[config.mk]
export PLATFORM = sky130hd
export DESIGN_NAME = buffered_network_sink
export DESIGN_NICKNAME = d
export VERILOG_FILES = /design/src/rtl/network_config_pkg.sv /design/src/rtl/sink_config_pkg.sv /design/src/rtl/sink_fifo.sv /design/src/rtl/buffered_network_sink.sv
export SDC_FILE = /design/constraint.sdc
export NUM_CORES = 1
export LEC_CHECK = 0
export ABC_AREA = 0
export BUFFER_PORTS_ARGS = -buffer_cell sky130_fd_sc_hd__buf_2
export CAP_MARGIN = 20
export CORE_MARGIN = 5
export CORE_UTILIZATION = 50
export DETAILED_ROUTE_END_ITERATION = 16
export GPL_TIMING_DRIVEN = 0
export PLACE_DENSITY_LB_ADDON = 0.05
export SYNTH_ARGS = -nofsm -noshare
export SYNTH_HDL_FRONTEND = slang
export SYNTH_SLANG_ARGS = --single-unit
[constraint.sdc]
create_clock -name clk -period 7.9 [get_ports clk]
set_clock_uncertainty 0.15 [all_clocks]
set_input_delay 0.395 -clock clk [delete_from_list [all_inputs] [get_ports clk]]
set_output_delay 0.395 -clock clk [all_outputs]
set_load 0.03 [all_outputs]
[src/rtl/network_config_pkg.sv]
// network_config: shape of the spiking network core as seen by its consumers.
package network_config;

    // Number of output neurons, i.e. width of the net_out spike vector.
    localparam int unsigned NET_NUM_OUT = 4;

endpackage : network_config

[src/rtl/sink_config_pkg.sv]
// sink_config: word layout shared by the buffered network sink and its users.
// Build option: define SNK_RLE_EN to enable zero-run compression, which
// prepends a run field to every sink word.
`ifndef SNK_WIDTH
`define SNK_WIDTH sink_config::SNK_WORD_WIDTH
`endif

package sink_config;
    import network_config::*;

`ifdef SNK_RLE_EN
    localparam bit SNK_RLE_ON = 1'b1;
`else
    localparam bit SNK_RLE_ON = 1'b0;
`endif

    // Default build-time sizes; the sink top exposes them as overridable parameters.
    localparam int unsigned SNK_RUN_WIDTH_DEF  = 8;
    localparam int unsigned SNK_FIFO_DEPTH_DEF = 16;

    localparam int unsigned SNK_OPC_WIDTH  = 0;
    localparam int unsigned SNK_SPK_WIDTH  = NET_NUM_OUT;
    // Run field only exists in the compressed format.
    localparam int unsigned SNK_WORD_WIDTH = SNK_SPK_WIDTH + (SNK_RLE_ON ? SNK_RUN_WIDTH_DEF : 0);

    typedef logic [SNK_WORD_WIDTH-1:0] snk_word_t;

endpackage : sink_config

[src/rtl/sink_fifo.sv]
// sink_fifo: first-word fall-through FIFO with a registered head word.
// Storage is a plain array written on push and read through a register, so it
// maps onto block RAM; a push into an empty (or emptying) FIFO bypasses the
// array straight into the head register.
module sink_fifo #(
    parameter int unsigned WIDTH = 8,
    parameter int unsigned DEPTH = 16
) (
    input  logic                         clk,
    input  logic                         arstn,
    input  logic                         i_push,
    input  logic [WIDTH-1:0]             i_din,
    input  logic                         i_pop,
    output logic [WIDTH-1:0]             o_dout,
    output logic                         o_full,
    output logic                         o_empty,
    output logic [$clog2(DEPTH+1)-1:0]   o_level
);
    localparam int unsigned AW    = $clog2(DEPTH);
    localparam int unsigned LVL_W = $clog2(DEPTH+1);

    logic [WIDTH-1:0] r_mem [DEPTH];
    logic [AW:0]      r_wr_ptr;
    logic [AW:0]      r_rd_ptr;
    logic [WIDTH-1:0] r_head;

    logic             w_full;
    logic             w_empty;
    logic             w_push_ok;
    logic             w_pop_ok;
    logic [AW:0]      w_rd_next;
    logic [AW:0]      w_count;

    // Extra pointer MSB distinguishes full from empty when the addresses match.
    assign w_empty   = (r_wr_ptr == r_rd_ptr);
    assign w_full    = (r_wr_ptr[AW] != r_rd_ptr[AW]) && (r_wr_ptr[AW-1:0] == r_rd_ptr[AW-1:0]);
    // A push is refused when full even if a pop frees a slot this cycle.
    assign w_push_ok = i_push && !w_full;
    assign w_pop_ok  = i_pop && !w_empty;
    assign w_rd_next = w_pop_ok ? (r_rd_ptr + 1'b1) : r_rd_ptr;
    assign w_count   = r_wr_ptr - r_rd_ptr;

    // Array write port; contents are not reset, only the pointers are.
    always_ff @(posedge clk) begin
        if (w_push_ok) begin
            r_mem[r_wr_ptr[AW-1:0]] <= i_din;
        end
    end

    // Pointer update on accepted push/pop.
    always_ff @(posedge clk or negedge arstn) begin
        if (!arstn) begin
            r_wr_ptr <= '0;
            r_rd_ptr <= '0;
        end else begin
            if (w_push_ok) begin
                r_wr_ptr <= r_wr_ptr + 1'b1;
            end
            r_rd_ptr <= w_rd_next;
        end
    end

    // Head register: next read address, or the incoming word when it becomes the head.
    always_ff @(posedge clk or negedge arstn) begin
        if (!arstn) begin
            r_head <= '0;
        end else if (w_push_ok && (w_rd_next == r_wr_ptr)) begin
            r_head <= i_din;
        end else begin
            r_head <= r_mem[w_rd_next[AW-1:0]];
        end
    end

    assign o_dout  = r_head;
    assign o_full  = w_full;
    assign o_empty = w_empty;
    assign o_level = LVL_W'(w_count);

endmodule : sink_fifo

[src/rtl/buffered_network_sink.sv]
// buffered_network_sink: takes one spike vector per network handshake,
// bit-reverses it into sink order (neuron 0 in the MSB) and queues it for the
// host link. Build option SNK_RLE_EN collapses runs of all-zero vectors into
// a run count carried in the MSBs of the next word; flush drains a pending run.
module buffered_network_sink
    import network_config::*;
    import sink_config::*;
#(
    parameter int unsigned SNK_RUN_WIDTH  = SNK_RUN_WIDTH_DEF,
    parameter int unsigned SNK_FIFO_DEPTH = SNK_FIFO_DEPTH_DEF
) (
    input  logic                                              clk,
    input  logic                                              arstn,
    input  logic                                              net_valid,
    output logic                                              net_ready,
    input  logic [NET_NUM_OUT-1:0]                            net_out,
    input  logic                                              flush,
    input  logic                                              snk_ready,
    output logic                                              snk_valid,
    output logic [NET_NUM_OUT+(SNK_RLE_ON ? SNK_RUN_WIDTH : 0)-1:0] snk,
    output logic [$clog2(SNK_FIFO_DEPTH+1)-1:0]               snk_level
);
    localparam int unsigned W = NET_NUM_OUT + (SNK_RLE_ON ? SNK_RUN_WIDTH : 0);

    logic [NET_NUM_OUT-1:0] w_spk;
    logic                   w_full;
    logic                   w_empty;
    logic                   w_accept;
    logic                   w_push;
    logic [W-1:0]           w_din;

    // Sink order is the reverse of neuron order.
    generate
        for (genvar gi = 0; gi < NET_NUM_OUT; gi++) begin : g_rev
            assign w_spk[NET_NUM_OUT-1-gi] = net_out[gi];
        end
    endgenerate

    // Ready ignores net_valid so the core can rely on it without a loop.
    assign net_ready = !w_full && !flush;
    assign w_accept  = net_valid && net_ready;

`ifdef SNK_RLE_EN
    localparam logic [SNK_RUN_WIDTH-1:0] ZRUN_MAX = '1;

    logic [SNK_RUN_WIDTH-1:0] r_zrun;
    logic [SNK_RUN_WIDTH-1:0] w_zrun_next;

    // Run-length decision: push a word, or absorb a zero vector into the run.
    always_comb begin
        w_push      = 1'b0;
        w_din       = {r_zrun, w_spk};
        w_zrun_next = r_zrun;
        if (w_accept) begin
            if (w_spk != '0) begin
                w_push      = 1'b1;
                w_din       = {r_zrun, w_spk};
                w_zrun_next = '0;
            end else if (r_zrun != ZRUN_MAX) begin
                w_zrun_next = r_zrun + 1'b1;
            end else begin
                // Saturated run: this word stands for MAX+1 zero timesteps.
                w_push      = 1'b1;
                w_din       = {ZRUN_MAX, {NET_NUM_OUT{1'b0}}};
                w_zrun_next = '0;
            end
        end else if (flush && (r_zrun != '0) && !w_full) begin
            // The emitted zero word itself counts as one of the pending zeros.
            w_push      = 1'b1;
            w_din       = {r_zrun - 1'b1, {NET_NUM_OUT{1'b0}}};
            w_zrun_next = '0;
        end
    end

    // Zero-run counter.
    always_ff @(posedge clk or negedge arstn) begin
        if (!arstn) begin
            r_zrun <= '0;
        end else begin
            r_zrun <= w_zrun_next;
        end
    end
`else
    assign w_push = w_accept;
    assign w_din  = w_spk;
`endif

    sink_fifo #(
        .WIDTH (W),
        .DEPTH (SNK_FIFO_DEPTH)
    ) u_fifo (
        .clk     (clk),
        .arstn   (arstn),
        .i_push  (w_push),
        .i_din   (w_din),
        .i_pop   (snk_valid && snk_ready),
        .o_dout  (snk),
        .o_full  (w_full),
        .o_empty (w_empty),
        .o_level (snk_level)
    );

    assign snk_valid = !w_empty;

endmodule : buffered_network_sink

* Word level (Yosys, flattened, before mapping) *
Memory sizes are Yosys's and may differ from the RTL's.
Index checks and enable logic that the tools add are counted.

cells by class
  eq/ne operators = 4
  reduce and logical (&&, ||, !) cells = 10
  mux-type cells = 4
  add/sub/neg operators = 3

operators by type and width
  cell                                                           number
  5-bit by 1-bit adder with 5-bit output, second input constant  2
  5-bit equality test                                            2
  1-bit logical AND                                              7
  5-bit two-way mux                                              1
  5-bit subtractor                                               1
  4-bit equality test                                            1
  4-bit two-way mux                                              1
  1-bit logical NOT                                              3
  1-bit two-way mux                                              2
  1-bit != test                                                  1

word-level totals
  memories = 1
  memory bits (writable) = 64
  flip-flop bits (word level) = 14
  logic and storage cells = 25

memory list
  memory        depth  bits a word  read ports  clocked after Yosys merged registers in  wr ports  line             RTL
  u_fifo.r_mem  16     4            1           0                                        1         sink_fifo.sv:22  logic [WIDTH-1:0] r_mem [DEPTH];

* Depth between registers and ports, before layout *
  depth in word-level cells = 8
  gate-level depth with buffers = 12
  depth with buffers taken out = 8

* Hierarchy *
From an unflattened synthesis, not the netlist that was laid out.

unflattened totals
  cell total of the unflattened synthesis = 320
  area, all modules = 3818.7 sq um

modules (own cells, without submodules)
  module                 cells an instance  area each (sq um)  times used  seq. area each (sq um)
  sink_fifo              316                3792.4             1           2272.2
  buffered_network_sink  4                  26.3               1           0.0

* Worst setup path before layout *
No wires, ideal clock.

  path type = reg-to-reg
  from = reg u_fifo.r_rd_ptr[1]
  to = reg u_fifo.r_head[2] (netlist: u_fifo.o_dout[2])
  data arrival time = 3.020 ns
  period minus slack after synthesis = 3.294 ns
  stages on the path, launching flop included = 13
  path slack = 4.606 ns
  library setup time = 0.125 ns
  cell sequence = dfrtp_1 > buf_4 > clkbuf_1 > inv_1 > ha_1 > and4_4 > a21o_1 > buf_2 > buf_1 > mux2i_1 > mux2i_1 > mux2_2 > mux2_2

on the way
  longest elaborated chain between the ends = 8

RTL lines
  what                                                                            line             RTL
  start: declaration                                                              sink_fifo.sv:24  logic [AW:0] r_rd_ptr;
  start signal: assignment                                                        sink_fifo.sv:59  r_rd_ptr <= w_rd_next;
  branches (longest 7 deep; another with 5-bit by 1-bit adder with 5-bit output)  n/a
  4-bit two-way mux *                                                             sink_fifo.sv:67  end else if (w_push_ok && (w_rd_next == r_wr_ptr)) begin
  end signal: assignment                                                          sink_fifo.sv:68  r_head <= i_din;
  end signal: assignment                                                          sink_fifo.sv:70  r_head <= r_mem[w_rd_next[AW-1:0]];
  end: declaration                                                                sink_fifo.sv:25  logic [WIDTH-1:0] r_head;

Mark *: on every way between the ends.
A chain may end at the register's enable or synchronous reset.

* Final worst setup path *
  from = reg u_fifo.r_rd_ptr[1]
  to = reg u_fifo.r_head[3] (netlist: u_fifo.o_dout[3])

Same word-level chain as after synthesis.

==> run metrics <==
clock network power share 0.169; Setup CP Type flip-flop to flip-flop; Final GP Congestion a little under 0.8; post-CTS sizing 0; worst vdd ir about 0.17 mV; share of cells above drive strength 1 0.286; first-pass GRT wire length 14300 um; row count 33; Seq pwr share 0.278; setup tns final 0 ns; Critical Path End Type flip-flop; CP max stage cell a2111oi_0; Netlist cell types 39; DRC Markers 0; total clock sinks 78; hold bufs inserted after CTS 1; post-synthesis instance area about 0.0041 mm2; n_diodes 0; Setup-failing EPs final 0; remaining global-route overflow 0; via/cell ratio 6.00; Die X approximately 100 um; slew at the pin closest to its max-slew limit ~0.83 ns; largest net degree at the start of global routing 18; Final period util 0.524; Logic pwr share 0.553; Yosys warnings 0; CTS tree done; critical-path cell list buf_4 > clkbuf_1 > inv_1 > ha_1 > and4_4 > a21o_1 > buf_2 > buf_1 > nor4_1 > a2111oi_0 > a211o_1 > mux2_2; clock buffer depth 2; Antenna Nets Post-Route 0; Final nets between 300 and 400; routed vias 2435; worst stage delay on the critical path 0.73 ns; sequential element share of the synthesized area 0.555; IO Pins 20; Pre-antenna DRT Iters 6; CP arrival 4.29 ns; Post-CTS Setup Bufs 0; fmax 0.242 GHz; clock transition at the registers of the reported paths ~0.090 ns; Startpoint Class flip-flop; Area Overhead vs Synth 11.0%; total track usage 0.197; Hold Crit Class input pin to flip-flop; drt initial violations 164; WL final 9010 um; CP Max Fanout 10; PortBufs 19; worst skew pair latency between 0.3 and 0.4 ns; commonest non-fill, non-tap cell in the layout edfxtp_1; #FFs+latches synth 78; Slew headroom 0.445; CORE AREA 0.00809 mm2; maximum capacitance violations 0; endpoints failing hold 0; fin crit period 4.14 ns; Power Total 1940 uW; Die Area 0.0101 mm2; cells after synthesis roughly 270; Sw Pwr 801 uW; syn nets roughly 280; RSZ-0062 raised after global routing no; TritonCTS Buffers 9; most frequent cells in the layout edfxtp_1, mux4_2, buf_2; status complete, no violations; Lkg Pwr around 0.0017 uW; vias in the first global route around 2500; Cell Int Power between 1000 and 1500 uW; Final Slew Violations 0; dpl hpwl 6360 um; root buffer cell clkbuf_8; die extent in y 101 um; Power per Cell Area 427 mW/mm2; worst path required time about 8.1 ns; WL/cell roughly 22 um; fraction of power spent switching nets 0.413; critical path's top delay family buffers and inverters; number of buffers and inverters on the critical path 5; initial antenna violation count 0; Min Hold Slack 0.262 ns; Starting Density 0.506; Avg Inst Size Synth 15.5 um2; H-tree depth reported by CTS 3
registers in the layout, indices dropped and copies added, names as in the netlist:
signal           flops
u_fifo.r_mem        64
u_fifo.o_dout        4
u_fifo.r_rd_ptr      5
u_fifo.r_wr_ptr      5
power groups by stage:
stage / registers, uW / logic [uW] / clock network (uW)
final: 540 / 1070 / 328
after global routing: 547 / 1170 / 351
after CTS: 541 / 1090 / 330
after detailed placement: 549 / 1080 / 0
after global placement: 548 / 1070 / 0
after floorplan: 560 / 810 / 0
routing by layer:
| layer | vias up | global-route usage | wire [um] |
|---|---|---|---|
| met5 | - | 0 | 0 |
| met4 | 0 | 0.0870 | 274 |
| met3 | 19 | 0.0346 | 531 |
| met2 | 95 | 0.303 | 4240 |
| met1 | 1219 | 0.276 | 3960 |
| li1 | 1102 | - | - |
synth_stat cells, drive strengths merged:
master	n	area [um2]
xor2	4	35.0
mux2	8	90.1
o2111ai	1	8.76
buf	12	72.6
a211o	6	52.6
xnor2	13	136
dfrtp	14	350
nand4	1	6.26
nand2b	2	12.5
nand2	18	67.6
nand3	2	15.0
o32ai	3	26.3
a21oi	8	43.8
a311oi	1	8.76
ha	9	113
and4	1	11.3
a2111oi	3	26.3
nor3	5	25.0
fa	1	20.0
o21ai	1	5.00
inv	12	45.0
edfxtp	64	1920
clkbuf	3	11.3
nor2	15	56.3
mux2i	18	180
a211oi	1	12.5
mux4	29	653
nor2b	1	6.26
nor3b	1	12.5
a21o	4	30.0
nor4	4	40.0
metrics by stage:
step | std cells | utilization | instance area [um2] | setup WS, ns
final | 406 | 0.562 | 4540 | 3.76
after global routing | 406 | 0.562 | 4540 | 3.38
after detailed placement | 389 | 0.534 | 4320 | 3.68
after global placement | 389 | 0.534 | 4320 | 3.65
after floorplan | 265 | - | 4100 | 4.61
after CTS | 406 | 0.562 | 4540 | 3.65
worst min-delay path, cell delays in order:
cell and delay, ns:
buf_2 0.11, nor3b_2 0.09, xnor2_1 0.13
cell families (layout without fill, tap and decap cells):
kind of cell,Yosys count,in the layout,share of synthesized area
adder cells (fa/ha/maj),10,10,0.0324
AO/OA/AOI/OAI,28,28,0.0522
buffers and inverters,27,63,0.0315
XOR/XNOR,17,17,0.0419
AND/OR/NAND/NOR,50,50,0.0617
flip-flops,78,78,0.555
multiplexers,55,55,0.225
final timing paths:
kind / from / to / slack (ns) / depth (start not counted)
max: u_fifo.r_rd_ptr[1] / u_fifo.o_dout[3] / 3.76 / 12
max reg2reg: u_fifo.r_rd_ptr[1] / u_fifo.o_dout[3] / 3.76 / 12
max in group asynchronous: arstn / u_fifo.r_rd_ptr[1] / 7.02 / 2
min: flush / u_fifo.r_wr_ptr[0] / 0.26 / 3
min reg2reg: u_fifo.r_wr_ptr[4] / u_fifo.r_wr_ptr[4] / 0.35 / 1
min in group asynchronous: arstn / u_fifo.r_wr_ptr[4] / 0.32 / 2
layout make-up:
class	instances	area [um2]
clock inverters	6	85.1
flip-flops and latches	78	2270
multi-input cells	160	1690
plain buffers	15	83.8
fillers	672	3550
inverters	12	45.0
well taps	105	131
repair buffers	20	105
clock buffers	10	128
(Power assumes the default switching activity.)
